--- src/rtl/tl_ad_buffer.sv ---
// ---------------------------------------------------------------------------
// tl_ad_buffer
//   TileLink-UL A/D channel buffer placed just downstream of the junction bar.
//   Each direction is registered through its own DEPTH-entry FIFO. The FIFOs
//   cut every combinational ready/valid path and add exactly one cycle of
//   latency. B/C/E channels do not exist in TL-UL and are not carried.
//
// Ports
//   clock, reset              single clock, asynchronous active-high reset
//   auto_in_a_*   (A in)      A beats from the jbar; ready = A FIFO not full
//   auto_out_a_*  (A out)     head of the A FIFO towards the slave fabric
//   auto_out_d_*  (D in)      D beats from the slave; ready = D FIFO not full
//   auto_in_d_*   (D out)     head of the D FIFO back towards the jbar
// ---------------------------------------------------------------------------

// Generic ready/valid FIFO without bypass or flow-through.
//   in_valid/in_ready/in_bits     enqueue side
//   out_valid/out_ready/out_bits  dequeue side; out_bits is the entry at the
//                                 dequeue pointer and is stable while stalled
module tl_ad_buffer_fifo #(
   parameter int DEPTH = 2,
   parameter int WIDTH = 8
) (
   input  logic             clock,
   input  logic             reset,
   input  logic             in_valid,
   output logic             in_ready,
   input  logic [WIDTH-1:0] in_bits,
   output logic             out_valid,
   input  logic             out_ready,
   output logic [WIDTH-1:0] out_bits
);

   localparam int PW = (DEPTH > 1) ? $clog2(DEPTH) : 1;
   localparam int CW = $clog2(DEPTH + 1);
   localparam logic [PW-1:0] LAST_PTR = PW'(DEPTH - 1);
   localparam logic [CW-1:0] FULL_CNT = CW'(DEPTH);

   logic [WIDTH-1:0] mem [DEPTH];
   logic [PW-1:0]    enq_ptr_reg;
   logic [PW-1:0]    deq_ptr_reg;
   logic [CW-1:0]    count_reg;
   logic             enq;
   logic             deq;

   // Explicit wrap so that non-power-of-two depths never index past DEPTH-1.
   function automatic logic [PW-1:0] next_ptr(input logic [PW-1:0] p);
      return (p == LAST_PTR) ? '0 : p + PW'(1);
   endfunction

   // Ready depends only on the registered count: a dequeue in the same cycle
   // does not make room, which keeps in_ready free of any path from out_ready.
   assign in_ready  = (count_reg != FULL_CNT);
   assign out_valid = (count_reg != '0);
   assign enq       = in_valid & in_ready;
   assign deq       = out_valid & out_ready;
   assign out_bits  = mem[deq_ptr_reg];

   always_ff @(posedge clock or posedge reset) begin
      if (reset) begin
         enq_ptr_reg <= '0;
         deq_ptr_reg <= '0;
         count_reg   <= '0;
      end else begin
         if (enq) begin
            enq_ptr_reg <= next_ptr(enq_ptr_reg);
         end
         if (deq) begin
            deq_ptr_reg <= next_ptr(deq_ptr_reg);
         end
         if (enq && !deq) begin
            count_reg <= count_reg + CW'(1);
         end else if (deq && !enq) begin
            count_reg <= count_reg - CW'(1);
         end
      end
   end

   // Storage is not reset; its contents are meaningless while count is 0.
   always_ff @(posedge clock) begin
      if (enq) begin
         mem[enq_ptr_reg] <= in_bits;
      end
   end

endmodule

module tl_ad_buffer #(
   parameter int DEPTH   = 2,
   // Packed payload widths; each equals the sum of its channel's field widths.
   parameter int A_WIDTH = 118,
   parameter int D_WIDTH = 80
) (
   input  logic        clock,
   input  logic        reset,

   output logic        auto_in_a_ready,
   input  logic        auto_in_a_valid,
   input  logic [2:0]  auto_in_a_bits_opcode,
   input  logic [2:0]  auto_in_a_bits_param,
   input  logic [2:0]  auto_in_a_bits_size,
   input  logic [3:0]  auto_in_a_bits_source,
   input  logic [31:0] auto_in_a_bits_address,
   input  logic [7:0]  auto_in_a_bits_mask,
   input  logic [63:0] auto_in_a_bits_data,
   input  logic        auto_in_a_bits_corrupt,

   input  logic        auto_out_a_ready,
   output logic        auto_out_a_valid,
   output logic [2:0]  auto_out_a_bits_opcode,
   output logic [2:0]  auto_out_a_bits_param,
   output logic [2:0]  auto_out_a_bits_size,
   output logic [3:0]  auto_out_a_bits_source,
   output logic [31:0] auto_out_a_bits_address,
   output logic [7:0]  auto_out_a_bits_mask,
   output logic [63:0] auto_out_a_bits_data,
   output logic        auto_out_a_bits_corrupt,

   output logic        auto_out_d_ready,
   input  logic        auto_out_d_valid,
   input  logic [2:0]  auto_out_d_bits_opcode,
   input  logic [1:0]  auto_out_d_bits_param,
   input  logic [2:0]  auto_out_d_bits_size,
   input  logic [3:0]  auto_out_d_bits_source,
   input  logic [1:0]  auto_out_d_bits_sink,
   input  logic        auto_out_d_bits_denied,
   input  logic [63:0] auto_out_d_bits_data,
   input  logic        auto_out_d_bits_corrupt,

   input  logic        auto_in_d_ready,
   output logic        auto_in_d_valid,
   output logic [2:0]  auto_in_d_bits_opcode,
   output logic [1:0]  auto_in_d_bits_param,
   output logic [2:0]  auto_in_d_bits_size,
   output logic [3:0]  auto_in_d_bits_source,
   output logic [1:0]  auto_in_d_bits_sink,
   output logic        auto_in_d_bits_denied,
   output logic [63:0] auto_in_d_bits_data,
   output logic        auto_in_d_bits_corrupt
);

   logic [A_WIDTH-1:0] a_enq_bits;
   logic [A_WIDTH-1:0] a_deq_bits;
   logic [D_WIDTH-1:0] d_enq_bits;
   logic [D_WIDTH-1:0] d_deq_bits;

   assign a_enq_bits = {auto_in_a_bits_opcode, auto_in_a_bits_param,
                        auto_in_a_bits_size, auto_in_a_bits_source,
                        auto_in_a_bits_address, auto_in_a_bits_mask,
                        auto_in_a_bits_data, auto_in_a_bits_corrupt};

   assign {auto_out_a_bits_opcode, auto_out_a_bits_param,
           auto_out_a_bits_size, auto_out_a_bits_source,
           auto_out_a_bits_address, auto_out_a_bits_mask,
           auto_out_a_bits_data, auto_out_a_bits_corrupt} = a_deq_bits;

   assign d_enq_bits = {auto_out_d_bits_opcode, auto_out_d_bits_param,
                        auto_out_d_bits_size, auto_out_d_bits_source,
                        auto_out_d_bits_sink, auto_out_d_bits_denied,
                        auto_out_d_bits_data, auto_out_d_bits_corrupt};

   assign {auto_in_d_bits_opcode, auto_in_d_bits_param,
           auto_in_d_bits_size, auto_in_d_bits_source,
           auto_in_d_bits_sink, auto_in_d_bits_denied,
           auto_in_d_bits_data, auto_in_d_bits_corrupt} = d_deq_bits;

   tl_ad_buffer_fifo #(.DEPTH(DEPTH), .WIDTH(A_WIDTH)) a_fifo (
      .clock     (clock),
      .reset     (reset),
      .in_valid  (auto_in_a_valid),
      .in_ready  (auto_in_a_ready),
      .in_bits   (a_enq_bits),
      .out_valid (auto_out_a_valid),
      .out_ready (auto_out_a_ready),
      .out_bits  (a_deq_bits)
   );

   tl_ad_buffer_fifo #(.DEPTH(DEPTH), .WIDTH(D_WIDTH)) d_fifo (
      .clock     (clock),
      .reset     (reset),
      .in_valid  (auto_out_d_valid),
      .in_ready  (auto_out_d_ready),
      .in_bits   (d_enq_bits),
      .out_valid (auto_in_d_valid),
      .out_ready (auto_in_d_ready),
      .out_bits  (d_deq_bits)
   );

endmodule

--- config.mk ---
export PLATFORM = sky130hd
export DESIGN_NAME = tl_ad_buffer
export DESIGN_NICKNAME = d
export VERILOG_FILES = /design/src/rtl/tl_ad_buffer.sv
export SDC_FILE = /design/constraint.sdc
export NUM_CORES = 1
export LEC_CHECK = 0
export BUFFER_PORTS_ARGS = -buffer_cell sky130_fd_sc_hd__buf_4
export CORE_MARGIN = 2
export CORE_UTILIZATION = 30
export CTS_CLUSTER_SIZE = 12
export DETAILED_ROUTE_END_ITERATION = 12
export GPL_ROUTABILITY_DRIVEN = 0
export REMOVE_ABC_BUFFERS = 1
export SKIP_LAST_GASP = 1
export SYNTH_ARGS = -nofsm -noshare
export SYNTH_HDL_FRONTEND = slang
export SYNTH_SLANG_ARGS = --single-unit
--- constraint.sdc ---
create_clock -name clock -period 7.87 [get_ports clock]
set_input_delay 1.574 -clock clock [delete_from_list [all_inputs] [get_ports clock]]
set_output_delay 1.574 -clock clock [all_outputs]
set_load 0.005 [all_outputs]
==> results of run 1 <==
layer usage:
layer	vias up	share of wire
met5	-	0.00037
met4	2	0.036
met2	244	0.49
met3	75	0.078
li1	3464	-
met1	3733	0.40
placed cells by master, fill, tap and decap left out, types with 4 or more instances in the layout:
cell type,count
mux2_2,198
xor2_1,4
edfxtp_1,396
nand2_1,4
clkbuf_16,44
xnor2_1,6
dfrtp_1,6
clkbuf_1,10
buf_4,412
clkinv_1,7
power by group through the flow:
stage / registers, mW / clock network (mW) / logic, mW
after floorplan: 3.26 / 0 / 0.966
after global placement: 3.18 / 0 / 2.12
after detailed placement: 3.19 / 0 / 2.14
after CTS: 3.15 / 2.03 / 2.15
after global routing: 3.19 / 2.10 / 2.26
final: 3.14 / 1.96 / 2.10
how the worst max path moves through the flow:
stage	slack [ps]	end	cells after the start	from
6_report	3370	auto_out_a_bits_data[48]	3	a_fifo.deq_ptr_reg$_DFFE_PP0P_
5_1_grt	3160	auto_out_a_bits_opcode[1]	3	a_fifo.deq_ptr_reg$_DFFE_PP0P_
4_1_cts	3250	auto_out_a_bits_address[27]	3	a_fifo.deq_ptr_reg$_DFFE_PP0P_
3_5_place_dp	3890	auto_out_a_bits_address[27]	3	a_fifo.deq_ptr_reg$_DFFE_PP0P_
3_3_place_gp	3970	auto_out_a_bits_size[1]	3	a_fifo.deq_ptr_reg$_DFFE_PP0P_
2_1_floorplan	700	a_fifo.mem[0][0]$_DFFE_PP_	2	auto_in_a_valid
metrics by stage:
stage                util  instances
global placement    0.379       1707
CTS                 0.407       1782
global route        0.407       1783
floorplan               -        631
finish              0.407       1783
detailed placement  0.379       1707
logic make-up after synthesis:
logic type,count (synthesis),share of synthesized area
DFF,404,0.819
muxes,198,0.151
buffers and inverters,25,0.0173
and+or+nand+nor,14,0.00458
xor gates and xnor gates,10,0.00593
adders and majority gates,2,0.00170
final cells by class:
cell class / instances / share of cell area
well taps: 664 / 0.0419
repair buffers: 412 / 0.156
clock inverters: 19 / 0.0100
diodes: 1 / 0.000126
inverters: 3 / 0.000568
clock buffers: 56 / 0.0588
flip-flops and latches: 404 / 0.610
multi-input cells: 224 / 0.123
==> flow_metrics.env, run 1 <==
export IMPL_status="finished clean"
export IMPL_p_total_mw=7.20
export IMPL_arrival_ps=2930
export IMPL_cts_max_level=2
export IMPL_portBuffers=405
export IMPL_fmax_ghz=0.222
export IMPL_grt_max_degree=82
export IMPL_critPathBufInv=2
export IMPL_gr_usage_met2=0.212
export IMPL_critical_path_top_delay_family="flip-flops"
export IMPL_yosys_area_top_type="edfxtp_1"
export IMPL_hold_start="a_fifo.count_reg[1]$_DFFE_PP0P_"
export IMPL_viasPerCell=4.22
export IMPL_rr_worst_depth=5
export IMPL_final_hold_violation_count=0
export IMPL_cts_made_buffers=44
export IMPL_r2r_end="a_fifo.mem[0][68]$_DFFE_PP_"
export IMPL_yosys_area_top_type_share=0.806
export IMPL_clock_sinks=404
export IMPL_max_flop_register="a_fifo.mem"
export IMPL_maxCapViolCount=0
export IMPL_yosysMostFrequentCell="edfxtp_1"
export IMPL_cts_root_buf="clkbuf_16"
export IMPL_top_regs="a_fifo.mem (236), d_fifo.mem (160)"
export IMPL_critPathSlowestCell="dfrtp_4"
export IMPL_setup_ws_ps=3370
export IMPL_synth_seq_cells=404
export IMPL_critPathMaxFanout=64
export IMPL_yosys_warnings=0
export IMPL_core_rowCount=81
export IMPL_via_count=7518
export IMPL_nFillCells=4343
export IMPL_area_growth_pct=34.4
export IMPL_grt_pass1_vias=8020
export IMPL_yosys_most_used_dff="edfxtp_1"
export IMPL_drtPass1Iterations=4
export IMPL_clk_pin_slew_ps=50
export IMPL_swShare=0.272
export IMPL_top_usage_layer="met2"
export IMPL_seq_area_frac_synth=0.819
export IMPL_tightestPinTransition_ps=1130
export IMPL_initial_utilization=0.303
export IMPL_end_kind="output port"
export IMPL_reg2reg_setup_slack_ps=5090
export IMPL_p_int_mw=5.24
export IMPL_die_width_um=226
export IMPL_rsz0062_at_grt="false"
export IMPL_powerDensity_nw_per_um2=363
export IMPL_ff_latch_area_um2=12100
export IMPL_setup_viol=0
export IMPL_synthTopCellsByCount="396 x edfxtp_1, 198 x mux2_2, 21 x buf_6"
export IMPL_hold_path_class="flop to flop"
export IMPL_worstHoldEndpoint="a_fifo.count_reg[1]$_DFFE_PP0P_"
export IMPL_skew_ps=13.4
export IMPL_synth_area_per_cell_um2=22.6
export IMPL_netlist_cell_type_count=14
export IMPL_cts_resized=0
export IMPL_post_drt_wl_per_cell_um=19.5
export IMPL_min_delay_path_depth=1
export IMPL_syn_area_um2=14800
export IMPL_r2r_start="a_fifo.count_reg[0]$_DFFE_PP0P_"
export IMPL_fin_area_um2=19800
export IMPL_ir_drop_mv=0.228
export IMPL_p_clk_frac=0.273
export IMPL_die_area_um2=51000
export IMPL_first_iter_violations=426
export IMPL_io_pins=406
export IMPL_syn_instance_count=653
export IMPL_p_leak_nw=7.29
export IMPL_cp_start_kind="flop"
export IMPL_sequentialPowerShare=0.436
export IMPL_drv_slew=0
export IMPL_cts_buffer_depth=3
export IMPL_drive_gt1_frac=0.605
export IMPL_fin_crit_sh=0.572
export IMPL_required_ps=6300
export IMPL_synth_area_leaders="edfxtp_1 81%, mux2_2 15%, buf_6 1.6%, dfrtp_1 1.4%, xnor2_1 0.36%"
export IMPL_synth_edff_count=396
export IMPL_slowest_delay_ps=1010
export IMPL_use_met1=0.157
export IMPL_grt_usage=0.131
export IMPL_preCtsSetupSlack_ps=3890
export IMPL_fin_crit_ps=4500
export IMPL_grt_pass1_wl_mm=49.2
export IMPL_grt_overflow=0
export IMPL_antenna_found_initial=2
export IMPL_drc=0
export IMPL_clock_latency_ps=570
export IMPL_fin_setup_tns_ps=0
export IMPL_whs_ps=489
export IMPL_postCtsSetupRepairBufs=0
export IMPL_wl_mm=34.7
export IMPL_core_area_um2=48700
export IMPL_cts_tree="yes"
export IMPL_synthArstFlopShare=0.0198
export IMPL_die_y_um=226
export IMPL_hold_buffers=0
export IMPL_p_sw_mw=1.96
export IMPL_relSlewSlack=0.245
export IMPL_met3_usage=0.0466
export IMPL_ant_nets=0
export IMPL_crit_top_cell="buf_4"
export IMPL_largest_register_ff_count=236
export IMPL_num_nets_final=1295
export IMPL_combPwrFrac=0.291
export IMPL_postPlaceCellArea_um2=18500
export IMPL_dp_hpwl_mm=23.6
export IMPL_multi_input_area_um2=2430
export IMPL_path_cells="buf_4 -> mux2_2 -> buf_4"
export IMPL_crit_type="flop to output port"
(Power assumes the default switching activity.)
==> run 2: changes to the inputs <==
==> constraint.sdc (replaced) <==
create_clock -name clock -period 4.1 [get_ports clock]
set_input_delay 0.82 -clock clock [delete_from_list [all_inputs] [get_ports clock]]
set_output_delay 0.82 -clock clock [all_outputs]
set_load 0.005 [all_outputs]
==> flow_metrics.env, run 2 (synthesis gave the netlist of run 1 again) <==
export IMPL_status="finished clean"
export IMPL_p_int_mw=9.98
export IMPL_cts_buffer_depth=3
export IMPL_preCtsSetupSlack_ps=1430
export IMPL_arrival_ps=2390
export IMPL_grt_pass1_wl_mm=48.6
export IMPL_io_pins=406
export IMPL_antenna_found_initial=2
export IMPL_p_leak_nw=7.31
export IMPL_hold_buffers=0
export IMPL_grt_usage=0.129
export IMPL_die_y_um=226
export IMPL_cp_start_kind="flop"
export IMPL_utilization=0.408
export IMPL_tightestPinTransition_ps=866
export IMPL_skew_ps=12.0
export IMPL_wl_mm=34.2
export IMPL_ir_drop_mv=0.406
export IMPL_final_hold_violation_count=0
export IMPL_cts_resized=0
export IMPL_p_sw_mw=3.78
export IMPL_clock_latency_ps=560
export IMPL_placedCellCount=1713
export IMPL_critPathSlowestCell="dfrtp_4"
export IMPL_setup_viol=0
export IMPL_cts_root_buf="clkbuf_16"
export IMPL_clk_pin_slew_ps=60
export IMPL_core_area_um2=48700
export IMPL_combPwrFrac=0.297
export IMPL_postPlaceCellArea_um2=18600
export IMPL_dp_hpwl_mm=23.8
export IMPL_slowest_delay_ps=880
export IMPL_critPathMaxFanout=46
export IMPL_first_iter_violations=313
export IMPL_drive_gt1_frac=0.606
export IMPL_sequentialPowerShare=0.439
export IMPL_area_growth_pct=34.7
export IMPL_reg2reg_setup_slack_ps=1840
export IMPL_via_count=7527
export IMPL_cts_max_level=2
export IMPL_initial_utilization=0.303
export IMPL_fin_crit_sh=0.782
export IMPL_crit_top_cell="buf_4"
export IMPL_drc=0
export IMPL_hold_path_class="input port to async pin"
export IMPL_max_flop_register="a_fifo.mem"
export IMPL_fmax_ghz=0.312
export IMPL_largest_register_ff_count=236
export IMPL_relSlewSlack=0.423
export IMPL_setup_ws_ps=894
export IMPL_fin_area_um2=19900
export IMPL_final_cells=1786
export IMPL_r2r_start="a_fifo.count_reg[0]$_DFFE_PP0P_"
export IMPL_critical_path_top_delay_family="flip-flops"
export IMPL_path_cells="buf_4 -> mux2_2 -> buf_4"
export IMPL_portBuffers=405
export IMPL_p_clk_frac=0.264
export IMPL_num_nets_final=1301
export IMPL_die_area_um2=51000
export IMPL_cts_tree="yes"
export IMPL_maxCapViolCount=0
export IMPL_grt_max_degree=67
export IMPL_postCtsSetupRepairBufs=0
export IMPL_top_regs="a_fifo.mem (236), d_fifo.mem (160)"
export IMPL_rsz0062_at_grt="false"
export IMPL_rr_worst_depth=4
export IMPL_end_kind="output port"
export IMPL_grt_overflow=0
export IMPL_cts_made_buffers=44
export IMPL_final_cell_mix="413 x buf_4, 396 x edfxtp_1, 198 x mux2_2, 45 x clkbuf_16, 10 x clkbuf_1"
export IMPL_ant_nets=0
export IMPL_p_total_mw=13.8
export IMPL_drv_slew=0
export IMPL_required_ps=3280
export IMPL_fin_crit_ps=3210
export IMPL_fin_setup_tns_ps=0
export IMPL_whs_ps=248
export IMPL_post_drt_wl_per_cell_um=19.1
export IMPL_critPathBufInv=2
export IMPL_final_common_cell="buf_4"
export IMPL_powerDensity_nw_per_um2=692
export IMPL_drtPass1Iterations=4
export IMPL_die_width_um=226
export IMPL_r2r_end="a_fifo.mem[0][93]$_DFFE_PP_"
export IMPL_viasPerCell=4.21
export IMPL_core_rowCount=81
export IMPL_crit_type="flop to output port"
export IMPL_clock_sinks=404
export IMPL_grt_pass1_vias=7953
export IMPL_swShare=0.275
run 2: area by class of cell:
class	instances	area (µm²)
timing repair buffer	418	3200
multi-input combinational	224	2430
clock inverter	17	140
sequential	404	12100
antenna	1	2.50
clock buffer	55	1160
inverter	3	11.3
fill	4395	28900
tap	664	831
run 2: worst max path at each step:
stage,from,end,slack [ps],depth (start not counted)
5_1_grt,a_fifo.deq_ptr_reg$_DFFE_PP0P_,auto_out_a_bits_data[43],750,3
6_report,a_fifo.deq_ptr_reg$_DFFE_PP0P_,auto_out_a_bits_address[28],890,3
3_3_place_gp,a_fifo.deq_ptr_reg$_DFFE_PP0P_,auto_out_a_bits_data[2],1450,3
3_5_place_dp,a_fifo.deq_ptr_reg$_DFFE_PP0P_,auto_out_a_bits_address[28],1430,3
2_1_floorplan,auto_in_a_valid,a_fifo.mem[0][0]$_DFFE_PP_,-2310,2
4_1_cts,a_fifo.deq_ptr_reg$_DFFE_PP0P_,auto_out_a_bits_address[28],780,3
run 2: worst register-to-register path, cell delays in order, from the launching register on:
cell and delay [ps]:
dfrtp_1 400, nand2b_1 250, nand2_1 170, nor2_4 580, buf_4 490
run 2: power by group through the flow:
stage	logic, mW	clock network [mW]	registers (mW)
finish	4.09	3.63	6.03
global route	4.40	3.89	6.13
CTS	4.18	3.76	6.06
detailed placement	4.15	0	6.14
global placement	4.14	0	6.11
floorplan	1.85	0	6.25
run 2: metal layers:
metal,vias up,track usage,share of wire
met1,3733,0.150,0.39
met4,2,0.0656,0.040
met3,82,0.0424,0.072
li1,3479,-,-
met5,-,0,0.00038
met2,231,0.213,0.50
